<file path="config.mk">
export PLATFORM = sky130hd
export DESIGN_NAME = load_store_unit
export DESIGN_NICKNAME = d
export VERILOG_FILES = /design/src/rtl/lsu_pkg.sv /design/src/rtl/lsu_align.sv /design/src/rtl/load_store_unit.sv
export SDC_FILE = /design/constraint.sdc
export NUM_CORES = 1
export LEC_CHECK = 0
export ABC_CLOCK_PERIOD_IN_PS = 4400
export BUFFER_PORTS_ARGS = -buffer_cell sky130_fd_sc_hd__buf_2
export CAP_MARGIN = 20
export CORE_MARGIN = 2
export CORE_UTILIZATION = 56
export DETAILED_ROUTE_END_ITERATION = 7
export GPL_ROUTABILITY_DRIVEN = 0
export PLACE_DENSITY_LB_ADDON = 0.1
export SYNTH_ARGS = -nofsm -noshare
export SYNTH_HDL_FRONTEND = slang
export SYNTH_SLANG_ARGS = --single-unit
export TNS_END_PERCENT = 5
</file>
<file path="constraint.sdc">
create_clock -name clk -period 4.4 [get_ports clk]
set_input_delay 0.44 -clock clk [delete_from_list [all_inputs] [get_ports clk]]
set_output_delay 0.44 -clock clk [all_outputs]
set_load 0.005 [all_outputs]
</file>
<file path="src/rtl/lsu_pkg.sv">
// Shared definitions for the load/store unit: size encodings, FSM states and
// the natural-alignment check.
package lsu_pkg;

    localparam logic [1:0] SZ_BYTE = 2'b00;
    localparam logic [1:0] SZ_HALF = 2'b01;
    localparam logic [1:0] SZ_WORD = 2'b10;

    typedef enum logic [2:0] {
        S_IDLE,
        S_LOAD,
        S_RMW_RD,
        S_WRITE,
        S_RESP
    } lsu_state_e;

    // Reserved size 2'b11 is always reported as misaligned.
    function automatic logic is_misaligned(input logic [1:0] size, input logic [1:0] lo);
        logic mis;
        case (size)
            SZ_BYTE: mis = 1'b0;
            SZ_HALF: mis = lo[0];
            SZ_WORD: mis = (lo != 2'b00);
            default: mis = 1'b1;
        endcase
        return mis;
    endfunction

endpackage

</file>
<file path="src/rtl/lsu_align.sv">
// Lane datapath: extracts and extends load data from a memory word, and merges
// right-aligned store data into a read word for sub-word stores.
module lsu_align
    import lsu_pkg::*;
(
    input  logic [1:0]  size_i,
    input  logic [1:0]  lo_i,
    input  logic        sgn_i,
    input  logic [31:0] rdata_i,
    input  logic [31:0] wdata_i,
    output logic [31:0] load_data_o,
    output logic [31:0] merged_o
);

    logic [4:0]  shamt;
    logic [31:0] shifted;
    logic [31:0] lane_mask;

    always_comb begin
        shamt   = {lo_i, 3'b000};
        shifted = rdata_i >> shamt;

        load_data_o = rdata_i;
        lane_mask   = '1;
        case (size_i)
            SZ_BYTE: begin
                load_data_o = {{24{sgn_i & shifted[7]}}, shifted[7:0]};
                lane_mask   = 32'h0000_00FF;
            end
            SZ_HALF: begin
                load_data_o = {{16{sgn_i & shifted[15]}}, shifted[15:0]};
                lane_mask   = 32'h0000_FFFF;
            end
            default: begin
                load_data_o = rdata_i;
                lane_mask   = '1;
            end
        endcase

        merged_o = (rdata_i & ~(lane_mask << shamt)) | ((wdata_i << shamt) & (lane_mask << shamt));
    end

endmodule

</file>
<file path="src/rtl/load_store_unit.sv">
// Load/store unit: FSM driving a word-only memory port with RMW for sub-word stores.
// Define LSU_MISALIGN_TRAP_EN to report misaligned/reserved requests as errors instead of aligning them.
module load_store_unit
    import lsu_pkg::*;
#(
    parameter int unsigned ADDR_W = 32,
    parameter int unsigned DATA_W = 32
) (
    input  logic              clk,
    input  logic              rst,
    input  logic              req_valid,
    output logic              req_ready,
    input  logic              req_wr,
    input  logic [1:0]        req_size,
    input  logic              req_signed,
    input  logic [ADDR_W-1:0] req_addr,
    input  logic [DATA_W-1:0] req_wdata,
    output logic              resp_valid,
    output logic [DATA_W-1:0] resp_rdata,
    output logic              resp_err,
    output logic [ADDR_W-1:0] mem_addr,
    output logic [DATA_W-1:0] mem_wdata,
    output logic              mem_rd,
    output logic              mem_wr,
    input  logic [DATA_W-1:0] mem_rdata
);

    lsu_state_e        state_q;
    logic [1:0]        size_q;
    logic [1:0]        lo_q;
    logic              sgn_q;
    logic [DATA_W-1:0] wdata_q;

    logic              req_ready_q;
    logic              resp_valid_q;
    logic [DATA_W-1:0] resp_rdata_q;
    logic              resp_err_q;
    logic [ADDR_W-1:0] mem_addr_q;
    logic [DATA_W-1:0] mem_wdata_q;
    logic              mem_rd_q;
    logic              mem_wr_q;

    logic [1:0]        acc_size;
    logic [1:0]        acc_lo;
    logic              acc_err;
    logic [DATA_W-1:0] load_data;
    logic [DATA_W-1:0] merged;

    always_comb begin
`ifdef LSU_MISALIGN_TRAP_EN
        acc_err  = is_misaligned(req_size, req_addr[1:0]);
        acc_size = req_size;
        acc_lo   = req_addr[1:0];
`else
        // Without trapping, reserved size becomes word and low address bits are dropped to alignment.
        acc_err  = 1'b0;
        acc_size = (req_size == 2'b11) ? SZ_WORD : req_size;
        acc_lo   = req_addr[1:0];
        if (acc_size == SZ_HALF) acc_lo = {req_addr[1], 1'b0};
        if (acc_size == SZ_WORD) acc_lo = 2'b00;
`endif
    end

    lsu_align u_align (
        .size_i      (size_q),
        .lo_i        (lo_q),
        .sgn_i       (sgn_q),
        .rdata_i     (mem_rdata),
        .wdata_i     (wdata_q),
        .load_data_o (load_data),
        .merged_o    (merged)
    );

    always_ff @(posedge clk or negedge rst) begin
        if (!rst) begin
            state_q      <= S_IDLE;
            size_q       <= SZ_BYTE;
            lo_q         <= '0;
            sgn_q        <= 1'b0;
            wdata_q      <= '0;
            req_ready_q  <= 1'b1;
            resp_valid_q <= 1'b0;
            resp_rdata_q <= '0;
            resp_err_q   <= 1'b0;
            mem_addr_q   <= '0;
            mem_wdata_q  <= '0;
            mem_rd_q     <= 1'b0;
            mem_wr_q     <= 1'b0;
        end else begin
            resp_valid_q <= 1'b0;
            mem_rd_q     <= 1'b0;
            mem_wr_q     <= 1'b0;
            case (state_q)
                S_IDLE: begin
                    if (req_valid) begin
                        req_ready_q  <= 1'b0;
                        size_q       <= acc_size;
                        lo_q         <= acc_lo;
                        sgn_q        <= req_signed;
                        wdata_q      <= req_wdata;
                        resp_rdata_q <= '0;
                        resp_err_q   <= acc_err;
                        if (acc_err) begin
                            state_q      <= S_RESP;
                            resp_valid_q <= 1'b1;
                        end else begin
                            mem_addr_q <= {req_addr[ADDR_W-1:2], 2'b00};
                            if (!req_wr) begin
                                state_q  <= S_LOAD;
                                mem_rd_q <= 1'b1;
                            end else if (acc_size == SZ_WORD) begin
                                state_q     <= S_WRITE;
                                mem_wr_q    <= 1'b1;
                                mem_wdata_q <= req_wdata;
                            end else begin
                                state_q  <= S_RMW_RD;
                                mem_rd_q <= 1'b1;
                            end
                        end
                    end
                end
                S_LOAD: begin
                    resp_rdata_q <= load_data;
                    resp_valid_q <= 1'b1;
                    state_q      <= S_RESP;
                end
                S_RMW_RD: begin
                    mem_wdata_q <= merged;
                    mem_wr_q    <= 1'b1;
                    state_q     <= S_WRITE;
                end
                S_WRITE: begin
                    resp_valid_q <= 1'b1;
                    state_q      <= S_RESP;
                end
                S_RESP: begin
                    req_ready_q  <= 1'b1;
                    resp_err_q   <= 1'b0;
                    resp_rdata_q <= '0;
                    state_q      <= S_IDLE;
                end
                default: begin
                    req_ready_q <= 1'b1;
                    state_q     <= S_IDLE;
                end
            endcase
        end
    end

    assign req_ready  = req_ready_q;
    assign resp_valid = resp_valid_q;
    assign resp_rdata = resp_rdata_q;
    assign resp_err   = resp_err_q;
    assign mem_addr   = mem_addr_q;
    assign mem_wdata  = mem_wdata_q;
    assign mem_rd     = mem_rd_q;
    assign mem_wr     = mem_wr_q;

endmodule
</file>
==> results of run 1 <==
where the power goes:
part / internal, W / switching, W / total (W) / leakage [nW]
sequential: 0.00187 / 0.000480 / 0.00235 / 1.68
clock: 0.000918 / 0.000524 / 0.00144 / 0.298
combinational: 0.00137 / 0.00139 / 0.00276 / 1.88
logic make-up after synthesis:
group / after synthesis / synth area share (%)
AO/OA/AOI/OAI: 182 / 18.2
flip-flops: 138 / 52.0
multiplexers: 113 / 19.9
AND/OR/NAND/NOR: 87 / 6.12
buffers and inverters: 52 / 3.73
other: 1 / 0.0565
cell usage after synthesis (2+ instances only):
master	n
dfrtp_1	137
mux2_2	71
o21ai_0	56
nand2_1	41
mux2i_1	34
a21oi_1	33
clkbuf_1	24
buf_2	18
nor2_1	17
o22ai_1	17
a221o_1	16
o2bb2ai_1	15
nand2b_1	10
a211oi_1	9
a21boi_0	9
a21o_1	8
a311oi_1	8
mux4_2	8
inv_1	5
nor2b_1	5
nand3_1	4
and2_1	3
buf_4	3
o21ai_1	3
nand3b_1	2
stage by stage:
stage	hold slack (ns)	instances	total power [W]	worst slack (ns)
after floorplan	0.144	575	0.00409	2.67
after global placement	0.460	876	0.00490	1.73
after detailed placement	0.460	877	0.00503	1.59
after CTS	0.174	908	0.00649	1.61
after global routing	0.228	911	0.00694	1.38
final	0.137	911	0.00655	1.64
flip-flops by register name, indices dropped and copies added (netlist names):
name	flops
lo_q	2
mem_addr	30
mem_rd	1
mem_wdata	32
mem_wr	1
req_ready	1
resp_rdata	32
resp_valid	1
sgn_q	1
size_q	2
state_q	3
wdata_q	32
worst max-delay path by stage:
| stage | slack (ns) | cells after the start | end | startpoint |
|---|---|---|---|---|
| after global placement | 1.73 | 6 | mem_wdata[20] | req_valid |
| after detailed placement | 1.59 | 6 | mem_wdata[14] | req_valid |
| after floorplan | 2.67 | 5 | mem_addr[10] | state_q[2] |
| after global routing | 1.38 | 5 | mem_wdata[14] | state_q[0] |
| after CTS | 1.61 | 5 | mem_wdata[14] | state_q[0] |
| final | 1.64 | 5 | mem_wdata[11] | state_q[0] |
critical path, delay by kind of cell (launching register included):
family,cells,cell delay [ns]
compound gates,2,0.39
simple gates,2,1.02
flops,1,0.46
buf+inv,1,0.72
layout make-up:
cell class | count | area, sq um | share of cell area, %
Clock buffer | 24 | 512 | 6.14
Clock inverter | 7 | 87.6 | 1.05
Inverter | 5 | 18.8 | 0.225
Multi-Input combinational cell | 385 | 2960 | 35.5
Sequential cell | 138 | 3460 | 41.5
Tap cell | 143 | 179 | 2.15
Timing Repair Buffer | 209 | 1120 | 13.4
metal layers:
layer  GRT usage, %  wire length, microns
met3           7.12                  1630
met5              0                     0
met2           47.0                  8910
met4           10.8                   325
met1           41.1                  7960
==> flow_summary.ini, run 1 <==
[run_status]
status = complete, but fails checks
violations = design-rule violations

[grt]
antenna_found_initial = 0
grtUsageTotal_pct = 29.9
grt_pass1_vias = 5575
grt_max_degree = 100
grt_overflow = 0
grt_pass1_wl_mm = 29.4

[cells_and_area]
final_cell_mix = 199 x buf_2, 136 x dfrtp_1, 71 x mux2_2
final_area_sq_um = 8330
drive_gt1_share_pct = 42.6
nNetsFinal = 859
fill_cells = 870
area_growth_pct = 25.5
finish.utilization_pct = 72.4
diodes = 0
layout_commonest_cell = buf_2

[synth]
syn-cell-area_sq_um = 6640
ys_ff_latch = 138
yosysWarnings = 0
synth.distinct_cells = 42
synth_seq_area_share_pct = 52.0
synth_ff_type = dfrtp_1
syn_area_per_cell_sq_um = 11.6
synthTopCellsByArea = dfrtp_1 52%, mux2_2 12%, mux2i_1 5.1%
synth_top_cell_area_share_pct = 51.6
async_reset_ff_share_pct = 100
synth-edff-count = 0
netlist_instances = 573
yosysTopAreaCell = dfrtp_1

[timing]
fin_tns_setup_ns = 0
slew_headroom_pct = 25.3
drv_slew = 0
tightest_slew_ns = 1.12
period_needed_ns = 2.76
grt_setup_unrepaired = false
min_period_over_period_pct = 62.8
finClkSkew_ns = 0.00675
finalHoldViolations = 0
max_clock_freq_ghz = 0.362
setup_viol = 0

[detailed_routing]
post_drt_wl_per_cell_microns = 20.7
drtIter0Drc = 530
wl_mm = 18.8
drcViolationCount = 12
drtAntennaViolNets = 0
first_pass_iters = 7
via_per_inst = 6.08
vias = 5543

[clocking]
htreeDepth = 4
cts.repair.resized = 0
cts_root_buffer = clkbuf_16
clock_latency_ns = 0.42
ctsHoldBuffers = 0
clk_pin_slew_ns = 0.06
cts_buffers = 17
cts.sinks = 138
postCtsSetupBuffers = 0
cts_tree = done
cts_buffer_depth = 2

[setup_path]
worst-path-max-fanout = 74
worstSetupEndpointType = flop
path_cells = nor4b_2 > buf_4 > nand3_1 > o22ai_1 > a21oi_1
r2r_start = state_q[0]
reg2reg_to = mem_wdata[11]
crit_required_ns = 4.68
cp.arrival_ns = 3.04
worst_r2r_path_depth = 5
crit_type = flop to flop
slowest_delay_ns = 0.73
critPathLaunchType = flop
cpMaxStageDelayCell = nand3_1
reg2reg_slack_ns = 1.64

[place]
port_buffers = 200
place_area_sq_um = 7670
place_hpwl_mm = 13.0

[floorplan]
die_x_microns = 113
pin_count = 204
rows = 39
start_util_pct = 57.7
die_area_sq_um = 12700
die_y_microns = 113
core_region_area_sq_um = 11500

[min_path]
hold_class = input port to asynchronous set/reset pin

[power_and_ir_drop]
peakVddDrop_uv = 381
power_leakage_nw = 3.86
power_density_nw_per_um2 = 786

[flow_run]
max-cap-violations = 0
(Power assumes the default switching activity.)
==> inputs of run 2 (changes only) <==
--- a/config.mk
+++ b/config.mk
@@ -5,11 +5,11 @@
 export SDC_FILE = /design/constraint.sdc
 export NUM_CORES = 1
 export LEC_CHECK = 0
-export ABC_CLOCK_PERIOD_IN_PS = 4400
+export ABC_CLOCK_PERIOD_IN_PS = 2200
 export BUFFER_PORTS_ARGS = -buffer_cell sky130_fd_sc_hd__buf_2
 export CAP_MARGIN = 20
 export CORE_MARGIN = 2
-export CORE_UTILIZATION = 56
+export CORE_UTILIZATION = 47
 export DETAILED_ROUTE_END_ITERATION = 7
 export GPL_ROUTABILITY_DRIVEN = 0
 export PLACE_DENSITY_LB_ADDON = 0.1
==> constraint.sdc (replaced) <==
create_clock -name clk -period 2.2 [get_ports clk]
set_input_delay 0.22 -clock clk [delete_from_list [all_inputs] [get_ports clk]]
set_output_delay 0.22 -clock clk [all_outputs]
set_load 0.005 [all_outputs]
==> run 2 against run 1 <==
  * The flow now finishes without violations
  * Fmax up 41%
  * Total power up 110%
  * Setup slack worse by 1.4 ns
  * Routed wire length up 2.5%
  * Critical path type unchanged
  * Critical endpoint is now resp_rdata[10]
==> flow_summary.ini, run 2 (synthesis results as in run 1) <==
[floorplan]
core_region_area_sq_um = 13800
pin_count = 204
rows = 43
die_x_microns = 123
die_y_microns = 123
die_area_sq_um = 15100
start_util_pct = 48.0

[grt]
grt_overflow = 0
grt_pass1_vias = 5376
antenna_found_initial = 0
grtUsageTotal_pct = 26.0
grt_max_degree = 61
grt_pass1_wl_mm = 29.5

[power_and_ir_drop]
switchingPower_w = 0.00485
power_density_nw_per_um2 = 1580
power.internal_w = 0.00869
combPwrFrac_pct = 42.3
p_clk_share_pct = 23.4
p_seq_share_pct = 34.3
power_leakage_nw = 3.97
p_sw_share_pct = 35.8
peakVddDrop_uv = 672

[cells_and_area]
diodes = 0
fill_cells = 1111
final_cell_mix = 199 x buf_2, 136 x dfrtp_1, 71 x mux2_2
finish.utilization_pct = 62.1
layout_commonest_cell = buf_2
drive_gt1_share_pct = 43.6
nNetsFinal = 874
area_growth_pct = 29.2

[setup_path]
critPathLaunchType = flop
worstSetupEndpointType = flop
worst-path-max-fanout = 14
cp.arrival_ns = 2.29
crit_type = flop to flop
crit_required_ns = 2.54

[timing]
setup_viol = 0
fin_tns_setup_ns = 0
tightest_slew_ns = 0.789
drv_slew = 0
grt_setup_unrepaired = false
max_clock_freq_ghz = 0.511
finClkSkew_ns = 0.00916
min_period_over_period_pct = 89.0
period_needed_ns = 1.96
finalHoldViolations = 0
slew_headroom_pct = 47.3

[clocking]
clock_latency_ns = 0.42
htreeDepth = 4
cts_root_buffer = clkbuf_16
cts.repair.resized = 0
postCtsSetupBuffers = 0
cts.sinks = 138
cts_tree = done
clk_pin_slew_ns = 0.06
cts_buffers = 17
cts_buffer_depth = 2

[detailed_routing]
post_drt_wl_per_cell_microns = 20.0
vias = 5564
drtIter0Drc = 325
drtAntennaViolNets = 0
via_per_inst = 5.77
first_pass_iters = 5
wl_mm = 19.3
drcViolationCount = 0

[flow_run]
max-cap-violations = 0

[run_status]
status = completed

[min_path]
hold_class = input port to flop

[place]
place_hpwl_mm = 14.1
port_buffers = 200
[run 2: changes by cell type in the layout (fill, tap and decap cells not counted), sizes merged]
cell,previous run,this run
buf,209,223
bufinv,2,5
clkbuf,24,20
clkinv,4,6
dlygate4sd3,0,1
[run 2: worst paths after layout]
kind | startpoint | end | slack, ns | cells after the start
max | lo_q[0] | resp_rdata[10] | 0.24 | 5
min | req_addr[15] | mem_addr[15] | 0.03 | 2
max reg2reg | lo_q[0] | resp_rdata[10] | 0.24 | 5
min reg2reg | mem_wdata[5] | mem_wdata[5] | 0.47 | 1
max in group asynchronous | rst | mem_wdata[10] | 1.21 | 3
min in group asynchronous | rst | size_q[1] | 0.37 | 2
[run 2: power by group through the flow]
stage,registers [W],logic (W),clock network (W)
after floorplan,0.00442,0.00376,0
after global placement,0.00461,0.00559,0
after detailed placement,0.00465,0.00575,0
after CTS,0.00463,0.00577,0.00320
after global routing,0.00478,0.00632,0.00331
final,0.00464,0.00573,0.00317
[run 2: per-stage QoR]
stage | instances | cell area [sq um] | power [W] | hold WS (ns) | setup slack (ns)
floorplan | 575 | 6650 | 0.00819 | -0.0756 | 0.471
global placement | 930 | 7910 | 0.0102 | 0.238 | 0.147
detailed placement | 931 | 7920 | 0.0104 | 0.247 | 0.278
CTS | 964 | 8580 | 0.0136 | 0.0181 | 0.263
global route | 964 | 8580 | 0.0144 | 0.0180 | 0.0135
finish | 964 | 8580 | 0.0135 | 0.0266 | 0.241
[run 2: area by class of cell]
cell class,instances,area (sq um),area share [%]
timing repair buffer,224,1270,14.8
tap,180,225,2.62
multi-input combinational,385,2960,34.5
sequential,138,3460,40.3
clock buffer,20,457,5.32
inverter,5,18.8,0.219
clock inverter,12,195,2.27
[run 2: routing by layer]
metal	part of all wire [%]	vias up	GRT usage, %
li1	-	2518	-
met1	44	2797	35.6
met2	47	217	40.1
met3	6.6	32	6.13
met4	2.2	0	9.91
met5	0	-	0
[run 2: repair_timing]
item,in CTS,in global routing
setup endpoints to repair,0,0
endpoints found under the hold margin,57,0
hold buffers,1,0
[run 2: critical path: stages, from the launching register on]
cell and delay [ns]:
dfrtp_2 0.55, nor2b_1 0.69, buf_6 0.23, o2bb2ai_1 0.12, a21oi_1 0.08, o21ai_0 0.20
